**config.mk**
```make
export PLATFORM = sky130hd
export DESIGN_NAME = vending_fsm
export DESIGN_NICKNAME = d
export VERILOG_FILES = /design/src/rtl/vending_fsm.sv
export SDC_FILE = /design/constraint.sdc
export NUM_CORES = 1
export LEC_CHECK = 0
export BUFFER_PORTS_ARGS = -buffer_cell sky130_fd_sc_hd__buf_4
export CAP_MARGIN = 5
export CORE_MARGIN = 4
export CORE_UTILIZATION = 59
export CTS_CLUSTER_DIAMETER = 60
export DETAILED_ROUTE_END_ITERATION = 7
export PLACE_DENSITY_LB_ADDON = 0.2
export SYNTH_ARGS = -nofsm -noshare
export SYNTH_HDL_FRONTEND = slang
export SYNTH_SLANG_ARGS = --single-unit
```
**constraint.sdc**
```tcl
create_clock -name clk -period 8.35 [get_ports clk]
set_input_delay 0.835 -clock clk [delete_from_list [all_inputs] [get_ports clk]]
set_output_delay 0.835 -clock clk [all_outputs]
set_load 0.1 [all_outputs]
```
**src/rtl/vending_fsm.sv**
```systemverilog
// Two-beverage vending controller: coin credit, vend with change, cancel refund.
// Outputs are registered one-cycle pulses; credit is held in a 16-bit register.
module vending_fsm #(
  parameter int PRICE_1    = 50,
  parameter int PRICE_2    = 100,
  parameter int MAX_CREDIT = 500
) (
  input  logic        clk,
  input  logic        rst,
  input  logic [15:0] coin_in,
  input  logic [1:0]  button_in,
  output logic [1:0]  beverage_out,
  output logic [15:0] change_out
);

  typedef enum logic [1:0] {
    IDLE,
    CREDIT,
    VEND
  } state_e;

  state_e      state_q, state_d;
  logic [15:0] credit_q, credit_d;
  logic [1:0]  bev_d;
  logic [15:0] chg_d;

  logic [15:0] base;
  logic [16:0] eff;
  logic        rej;
  logic [15:0] cred;
  logic [15:0] rej_v;
  logic [15:0] price;

  always_comb begin
    // Credit is only ever held in CREDIT; IDLE and VEND imply zero.
    base     = (state_q == CREDIT) ? credit_q : 16'd0;
    eff      = {1'b0, base} + {1'b0, coin_in};
    rej      = eff > 17'(MAX_CREDIT);
    cred     = rej ? base : eff[15:0];
    rej_v    = rej ? coin_in : 16'd0;
    price    = button_in[1] ? 16'(PRICE_2) : 16'(PRICE_1);
    bev_d    = 2'b00;
    chg_d    = rej_v;
    credit_d = cred;
    state_d  = (cred == 16'd0) ? IDLE : CREDIT;
    unique case (button_in)
      2'b01, 2'b10: begin
        if (cred >= price) begin
          bev_d    = button_in;
          chg_d    = cred - price + rej_v;
          credit_d = 16'd0;
          state_d  = VEND;
        end
      end
      2'b11: begin
        if (cred != 16'd0) begin
          chg_d    = cred + rej_v;
          credit_d = 16'd0;
          state_d  = VEND;
        end
      end
      default: ;
    endcase
  end

  always_ff @(posedge clk) begin
    if (rst) begin
      state_q      <= IDLE;
      credit_q     <= 16'd0;
      beverage_out <= 2'b00;
      change_out   <= 16'd0;
    end else begin
      state_q      <= state_d;
      credit_q     <= credit_d;
      beverage_out <= bev_d;
      change_out   <= chg_d;
    end
  end

endmodule

```
==> results of run 1 <==
-- per-stage QoR --
stage / hold slack [ps] / instances / setup slack, ps / instance area, sq um
2_1_floorplan: 475 / 684 / 1300 / 5020
3_3_place_gp: 501 / 796 / 859 / 5290
3_5_place_dp: 504 / 796 / 559 / 5290
4_1_cts: 515 / 803 / 508 / 5390
5_1_grt: 547 / 803 / 124 / 5400
6_report: 520 / 803 / 729 / 5400
-- synthesized netlist by cell type (7+ instances only) --
cell type,count
a21boi_0,7
a21o_1,13
a21oi_1,37
a22oi_1,8
a31oi_1,9
a32oi_1,7
and2_1,15
buf_2,11
clkbuf_1,19
dfxtp_1,36
ha_1,52
inv_1,65
mux2i_1,9
nand2_1,63
nand3_1,22
nand3b_1,9
nand4_1,9
nor2_1,64
nor2b_1,12
nor3_1,13
nor4_1,9
o211ai_1,8
o21ai_0,23
o22ai_1,9
or2_2,8
or3_1,8
xnor2_1,22
xor2_1,12
-- where the power goes --
part	total (mW)	switching [mW]	leakage [nW]	internal (mW)
registers	0.179	0.00194	0.294	0.177
logic	0.205	0.137	2.25	0.0675
clock network	0.140	0.0661	0.0503	0.0736
-- critical path: cells and delay by family, from the launching register on --
family	cells	cell delay, ps
flip-flops	1	490
XOR/XNOR	1	330
adder cells (fa/ha/maj)	3	1150
AO/OA/AOI/OAI	15	3190
AND/OR/NAND/NOR	8	2090
buffers and inverters	2	220
-- timing repair --
item	in CTS	in global routing
endpoints found under the setup margin	0	2
setup buffers	0	0
resized for setup	0	3
-- worst min-delay path by stage --
stage | startpoint | end | slack (ps)
after floorplan | credit_q[10]$_SDFF_PP0_ | credit_q[10]$_SDFF_PP0_ | 470
after global placement | credit_q[13]$_SDFF_PP0_ | credit_q[13]$_SDFF_PP0_ | 500
after detailed placement | credit_q[13]$_SDFF_PP0_ | credit_q[13]$_SDFF_PP0_ | 500
after CTS | credit_q[13]$_SDFF_PP0_ | credit_q[13]$_SDFF_PP0_ | 520
after global routing | credit_q[13]$_SDFF_PP0_ | credit_q[13]$_SDFF_PP0_ | 550
final | credit_q[13]$_SDFF_PP0_ | credit_q[13]$_SDFF_PP0_ | 520
-- flip-flops by register name (all words and copies together), names as in the netlist --
| register | cells |
|---|---|
| beverage_out | 2 |
| credit_q | 16 |
| state_q | 2 |
| change_out | 16 |
-- cell type report --
type                    count  area (sq um)
fillers                   756          2860
multi-input cells         547          3880
inverters                  65           244
well taps                 105           131
repair buffers             43           323
clock buffers               7          96.3
flip-flops and latches     36           722
-- placed cells by master, fill, tap and decap left out, types with 5 or more instances in the layout --
cell type / n
a21boi_0: 7
a21o_1: 13
a21oi_1: 37
a22oi_1: 8
a31oi_1: 9
a32oi_1: 7
and2_1: 15
buf_4: 43
clkbuf_8: 7
dfxtp_1: 35
fa_1: 5
ha_1: 52
inv_1: 65
mux2i_1: 9
nand2_1: 63
nand2b_1: 5
nand3_1: 22
nand3b_1: 9
nand4_1: 9
nor2_1: 64
nor2b_1: 12
nor3_1: 13
nor4_1: 9
o211ai_1: 8
o21a_1: 5
o21ai_0: 23
o22ai_1: 9
o31ai_1: 5
or2_2: 8
or3_1: 8
xnor2_1: 22
xor2_1: 12
-- logic make-up after synthesis --
family | count (synthesis) | synth area share
simple gates | 265 | 0.277
compound gates | 180 | 0.262
buf+inv | 101 | 0.0838
fa+ha+maj | 57 | 0.150
flops | 36 | 0.144
xor+xnor | 35 | 0.0639
mux | 10 | 0.0202
-- per-layer routing --
layer  vias up  GRT usage  routed length, um
met4         0     0.0891                376
met3        36     0.0354                995
met1      2414      0.385               6220
met5         -          0                  0
li1       2482          -                  -
met2       221      0.478               6670
==> metrics, run 1 <==
outcome=completed; prevailing post-synth register cell=dfxtp_1; Setup crit end kind=flop; Hold Crit Class=reg2reg; Clock Latency Late Sink=300 ps; ANT nets after route=0; Req. time, crit path=8500 ps; initial antenna violation count=0; WS Path Type=reg2reg; Total GRT Usage=0.287; Num CTS Buffers=5; CTS tree=done; final net count=775; CTS Hold Bufs=0; row count=33; Distinct cells, synth=82; die width=100 um; Die ar.=10000 sq um; reg2reg setup slack=730 ps; Cell Area, Synth=5020 sq um; Setup violations, final=0; Top-Level Pins=38; Leakage=2.59 nW; mean routed wirelength per cell=17.8 um; EDFF count, synth=0; Yosys reg bits=36; worst hold path cell count=2; GPL Wtd Cong=0.989; ant diodes=0; cell taking the most area after synthesis=dfxtp_1; Core Region=8260 sq um; DP HPWL=11.2 mm; worst rel slew slack=0.411; Worst Setup Start Kind=flop; worst setup path end=change_out[14]$_SDFF_PP0_; Tmin final=7620 ps; CTS clk-pin slew, worst paths=80 ps; vias in the first global route=4949; power after layout=0.524 mW; syn_area_per_cell=7.33 sq um; Via Count=5153; FF-to-FF End=change_out[14]$_SDFF_PP0_; CP max stage delay=530 ps; Final Hold Fails=0; Post-Syn Nets=761; Critical Path Source=state_q[0]$_SDFF_PP0_; DRT Wirelength=14.3 mm; gr ovfl total=0; post-synth top area share=0.144; H-tree Lvls=2; PortBufs=37; Worst Skew=11.6 ps; post-layout util=0.654; initial core utilization=0.607; worst-path maximum fanout=14; RSZ-0062 raised after global routing=no; Synth Instances=684; fraction of layout cells with a size suffix above 1=0.107; slowest CP cell=or4_1; drt first-iter violations=323; Reg2Reg Depth=29; Fmax=131 MHz; clk sink count=36; Post-synth ARST share=0; Max-cap violations=0; Area growth syn-to-layout=7.61%; reg2reg start=state_q[0]$_SDFF_PP0_; vias per inst=6.42; top cells by area, synth=dfxtp_1 (14%), ha_1 (13%), inv_1 (4.9%); DR pass1 iterations=5; Yosys Warn Count=0; Worst IR Drop VDD=78.6 uV; crit path DAT=7770 ps; measured slew at the worst slew-check pin=874 ps; DRC Markers=0; register area share after synthesis=0.144; die height=100 um; final period utilization=0.913; clock tree buffer depth=2; PD cells=97.0 nW/um^2; Post-Route Setup TNS=0 ps; largest net degree at the start of global routing=22; global-route wire length before repair=23.8 mm; Clock Tree Root=clkbuf_8; Slew Limit Fails=0; Most common cell on crit path=o21ai_0
Note: power is estimated with default switching activity, not from simulation.
==> run 2: changes to the inputs <==
--- a/config.mk
+++ b/config.mk
@@ -7,8 +7,10 @@
 export LEC_CHECK = 0
 export BUFFER_PORTS_ARGS = -buffer_cell sky130_fd_sc_hd__buf_4
 export CAP_MARGIN = 5
+export CELL_PAD_IN_SITES_DETAIL_PLACEMENT = 1
+export CELL_PAD_IN_SITES_GLOBAL_PLACEMENT = 1
 export CORE_MARGIN = 4
-export CORE_UTILIZATION = 59
+export CORE_UTILIZATION = 46
 export CTS_CLUSTER_DIAMETER = 60
 export DETAILED_ROUTE_END_ITERATION = 7
 export PLACE_DENSITY_LB_ADDON = 0.2
==> metrics, run 2 (synthesis results as in run 1) <==
DRT Wirelength=16.7 mm; worst-path maximum fanout=14; vias per inst=6.18; Total GRT Usage=0.264; Post-CTS Resized=0; DR pass1 iterations=5; die height=112 um; final net count=775; die width=112 um; CTS Hold Bufs=0; CTS clk-pin slew, worst paths=80 ps; measured slew at the worst slew-check pin=945 ps; postcts setup bufs=0; reg2reg start=state_q[1]$_SDFF_PP0_; clk sink count=36; drt first-iter violations=315; ANT nets after route=0; row count=37; Sequential Power Share=0.326; Tmin final=7570 ps; final instance area=5450 sq um; Worst IR Drop VDD=70.8 uV; Slew Limit Fails=0; Leakage=2.60 nW; Core Region=10500 sq um; Worst Setup Start Kind=flop; RSZ-0062 raised after global routing=no; power after layout=0.549 mW; global-route wire length before repair=27.3 mm; Reg2Reg Depth=29; Area growth syn-to-layout=8.61%; Post-DP Area=5330 sq um; Die ar.=12600 sq um; FF-to-FF End=change_out[14]$_SDFF_PP0_; mean routed wirelength per cell=19.9 um; Post-Route Setup TNS=0 ps; GPL Wtd Cong=0.908; Clock Latency Late Sink=310 ps; Setup violations, final=0; H-tree Lvls=2; DP HPWL=13.3 mm; largest net degree at the start of global routing=22; gr ovfl total=0; Hold Crit Class=reg2reg; Setup crit end kind=flop; Sw Share=0.392; power share of the clock group=0.292; reg2reg setup slack=780 ps; Max-cap violations=0; crit path DAT=7720 ps; hold_ws=518 ps; switching pwr=0.216 mW; Regs by FF count=change_out: 16 flops, credit_q: 16 flops; Top-Level Pins=38; fraction of layout cells with a size suffix above 1=0.107; clock tree buffer depth=2; PortBufs=37; initial core utilization=0.479; most frequent cells in the layout=inv_1 (65), nor2_1 (64), nand2_1 (63); slowest CP cell=dfxtp_1; worst setup path end=change_out[14]$_SDFF_PP0_; outcome=completed; worst rel slew slack=0.366; P_int=0.334 mW; Clock Tree Root=clkbuf_8; Worst Skew=9.99 ps; initial antenna violation count=0; Comb power frac=0.382; ant diodes=0; CTS tree=done; Critical Path Source=state_q[1]$_SDFF_PP0_; vias in the first global route=5233; final period utilization=0.906; PD cells=101 nW/um^2; Via Count=5161; most common cell after layout, fill and taps aside=inv_1; Num CTS Buffers=5; Final Hold Fails=0; CP max stage delay=600 ps; Fmax=132 MHz; Req. time, crit path=8500 ps; WS Path Type=reg2reg; DRC Markers=0
[run 2: worst min path at each step]
stage	from	endpoint	depth (start not counted)
after global routing	credit_q[13]$_SDFF_PP0_	credit_q[13]$_SDFF_PP0_	2
after floorplan	credit_q[10]$_SDFF_PP0_	credit_q[10]$_SDFF_PP0_	2
final	credit_q[13]$_SDFF_PP0_	credit_q[13]$_SDFF_PP0_	2
after detailed placement	credit_q[13]$_SDFF_PP0_	credit_q[13]$_SDFF_PP0_	2
after CTS	credit_q[13]$_SDFF_PP0_	credit_q[13]$_SDFF_PP0_	2
after global placement	credit_q[14]$_SDFF_PP0_	credit_q[14]$_SDFF_PP0_	2
[run 2: routing by layer]
| metal | wire [um] | GRT usage |
|---|---|---|
| met5 | 0 | 0 |
| met4 | 198 | 0.0529 |
| met1 | 7770 | 0.346 |
| met2 | 8120 | 0.463 |
| met3 | 570 | 0.0350 |
[run 2: power by group through the flow]
stage / clock, mW / sequential [mW] / combinational, mW
floorplan: 0 / 0.223 / 0.114
finish: 0.160 / 0.179 / 0.210
CTS: 0.164 / 0.179 / 0.209
global route: 0.170 / 0.180 / 0.228
global placement: 0 / 0.183 / 0.203
detailed placement: 0 / 0.183 / 0.208
[run 2: layout make-up]
class                           instances  area [sq um]
Sequential cell                        36           722
Timing Repair Buffer                   43           323
Tap cell                              136           170
Inverter                               65           244
Clock buffer                            6          72.6
Fill cell                            1365          5010
Multi-Input combinational cell        547          3880
Clock inverter                          2          35.0
[run 2: stage by stage]
| stage | setup WS [ps] | instances | util |
|---|---|---|---|
| CTS | 333 | 835 | 0.520 |
| global route | 109 | 835 | 0.521 |
| finish | 782 | 835 | 0.521 |
| detailed placement | 371 | 827 | 0.510 |
| floorplan | 1300 | 684 | - |
| global placement | 716 | 827 | 0.510 |
[run 2: worst max-delay path, delay by kind of cell (launching register included)]
kind / cells / cell delay (ps)
flops: 1 / 600
buf+inv: 2 / 230
fa+ha+maj: 3 / 1230
simple gates: 8 / 1930
compound gates: 15 / 3070
xor+xnor: 1 / 310
==> run 3: changes to the inputs <==
--- a/config.mk
+++ b/config.mk
@@ -5,12 +5,13 @@
 export SDC_FILE = /design/constraint.sdc
 export NUM_CORES = 1
 export LEC_CHECK = 0
+export ABC_AREA = 1
 export BUFFER_PORTS_ARGS = -buffer_cell sky130_fd_sc_hd__buf_4
 export CAP_MARGIN = 5
 export CELL_PAD_IN_SITES_DETAIL_PLACEMENT = 1
 export CELL_PAD_IN_SITES_GLOBAL_PLACEMENT = 1
 export CORE_MARGIN = 4
-export CORE_UTILIZATION = 46
+export CORE_UTILIZATION = 43
 export CTS_CLUSTER_DIAMETER = 60
 export DETAILED_ROUTE_END_ITERATION = 7
 export PLACE_DENSITY_LB_ADDON = 0.2
==> metrics, run 3 <==
RSZ-0062 raised after global routing=no; DP HPWL=16.1 mm; PD cells=114 nW/um^2; prevailing post-synth register cell=dfxtp_1; EDFF count, synth=0; Fmax=146 MHz; Top-Level Pins=38; met2 Use GR=0.503; Setup violations, final=0; Num CTS Buffers=5; Clock Tree Root=clkbuf_16; Sequential Power Share=0.284; met1 usage=0.376; mean routed wirelength per cell=18.6 um; CTS clk-pin slew, worst paths=70 ps; power share of the clock group=0.342; worst rel slew slack=0.455; largest net degree at the start of global routing=36; Worst IR Drop VDD=74.1 uV; CP max stage delay=840 ps; Post-DP Area=5440 sq um; Regs by FF count=change_out: 16 flops, credit_q: 16 flops; Hold Crit Class=reg2reg; Sw Share=0.398; worst-path maximum fanout=35; Req. time, crit path=8590 ps; busiest grt layer=met2; fraction of layout cells with a size suffix above 1=0.115; Via Count=5666; Post-CTS Resized=0; die height=117 um; Die ar.=13700 sq um; crit path DAT=7100 ps; GPL Wtd Cong=0.934; measured slew at the worst slew-check pin=815 ps; Area growth syn-to-layout=9.89%; commonest cells in the netlist=nand2_1 (243), inv_1 (120), nor2_1 (96); Worst Path Buf+Inv=6; global-route wire length before repair=30.6 mm; vias in the first global route=5828; ant diodes=0; outcome=completed; gr ovfl total=0; postcts setup bufs=0; clk sink count=36; register area share after synthesis=0.141; drt first-iter violations=265; Cell Area, Synth=5100 sq um; Total GRT Usage=0.289; count leader, synth=nand2_1; PortBufs=37; cell taking the most area after synthesis=nand2_1; initial antenna violation count=0; Most common cell on crit path=nand2_1; initial core utilization=0.443; CTS tree=done; post-synth top area share=0.179; Post-Syn Nets=931; P_int=0.386 mW; Worst Setup Start Kind=flop; final net count=960; DR pass1 iterations=5; top cells by area, synth=nand2_1 (18%), dfxtp_1 (14%), ha_1 (13%); final instance area=5600 sq um; most frequent cells in the layout=nand2_1 (243), inv_1 (120), nor2_1 (96); Core Region=11500 sq um; Yosys reg bits=36; final period utilization=0.821; Final Hold Fails=0; clock tree buffer depth=2; CTS Hold Bufs=0; Tmin final=6860 ps; die width=117 um; Worst Skew=10.8 ps; DRC Markers=0; Leakage=3.26 nW; grt met3 use=0.0216; Distinct cells, synth=47; Yosys Warn Count=0; Post-Route Setup TNS=0 ps; syn_area_per_cell=5.97 sq um; most common cell after layout, fill and taps aside=nand2_1; slowest CP cell=dfxtp_1; Crit path max-delay family=simple AND/OR/NAND/NOR gates; Post-synth ARST share=0; row count=39; H-tree Lvls=2; ANT nets after route=0; switching pwr=0.255 mW; Max-cap violations=0; vias per inst=5.52; Clock Latency Late Sink=290 ps; Synth Instances=854; DRT Wirelength=19.1 mm; WS Path Type=reg2reg; Slew Limit Fails=0; Comb power frac=0.374; Setup crit end kind=flop
run 3: final timing paths:
| check | start | to | slack (ps) | depth (start not counted) |
|---|---|---|---|---|
| setup / recovery | state_q[0]$_SDFF_PP0_ | change_out[14]$_SDFF_PP0_ | 1490 | 35 |
| hold / removal | credit_q[15]$_SDFF_PP0_ | credit_q[15]$_SDFF_PP0_ | 630 | 4 |
| setup reg to reg | state_q[0]$_SDFF_PP0_ | change_out[14]$_SDFF_PP0_ | 1490 | 35 |
| hold reg to reg | credit_q[15]$_SDFF_PP0_ | credit_q[15]$_SDFF_PP0_ | 630 | 4 |
run 3: power by group through the flow:
stage                     registers (mW)  clock network (mW)  logic (mW)
after CTS                          0.182               0.221       0.238
after global routing               0.182               0.227       0.261
after floorplan                    0.232                   0       0.125
final                              0.182               0.220       0.240
after global placement             0.186                   0       0.231
after detailed placement           0.186                   0       0.237
run 3: cell families (layout without fill, tap and decap cells):
kind of cell / count (synthesis) / count (layout) / synth area share
simple gates: 486 / 486 / 0.436
buf+inv: 149 / 179 / 0.122
compound gates: 102 / 102 / 0.113
fa+ha+maj: 57 / 57 / 0.147
flops: 36 / 36 / 0.141
xor+xnor: 24 / 24 / 0.0412
run 3: routing by layer:
metal | vias to the layer above | wire [um]
li1 | 2797 | -
met1 | 2711 | 8560
met2 | 121 | 9330
met3 | 37 | 622
met4 | 0 | 564
met5 | - | 0
run 3: metrics by stage:
stage               hold WS, ps  setup WS (ps)   util  std cells  total power [mW]
floorplan                   552           3380      -        854             0.357
global placement            601           1940  0.472       1019             0.417
detailed placement          620           1490  0.472       1019             0.423
CTS                         629           1460  0.486       1027             0.642
global route                666            756  0.486       1027             0.670
finish                      629           1490  0.486       1027             0.641
run 3: tightest hold or removal path: cells and delay by family (launching register included):
kind / cells / cell delay [ps]
flip-flops: 1 / 300
AND/OR/NAND/NOR: 3 / 240
buffers and inverters: 1 / 40
run 3: cell type report:
class / instances / area (sq um)
inverters: 134 / 503
multi-input cells: 669 / 3760
clock buffers: 6 / 129
clock inverters: 2 / 35.0
well taps: 143 / 179
fillers: 1652 / 5920
repair buffers: 37 / 278
flip-flops and latches: 36 / 721
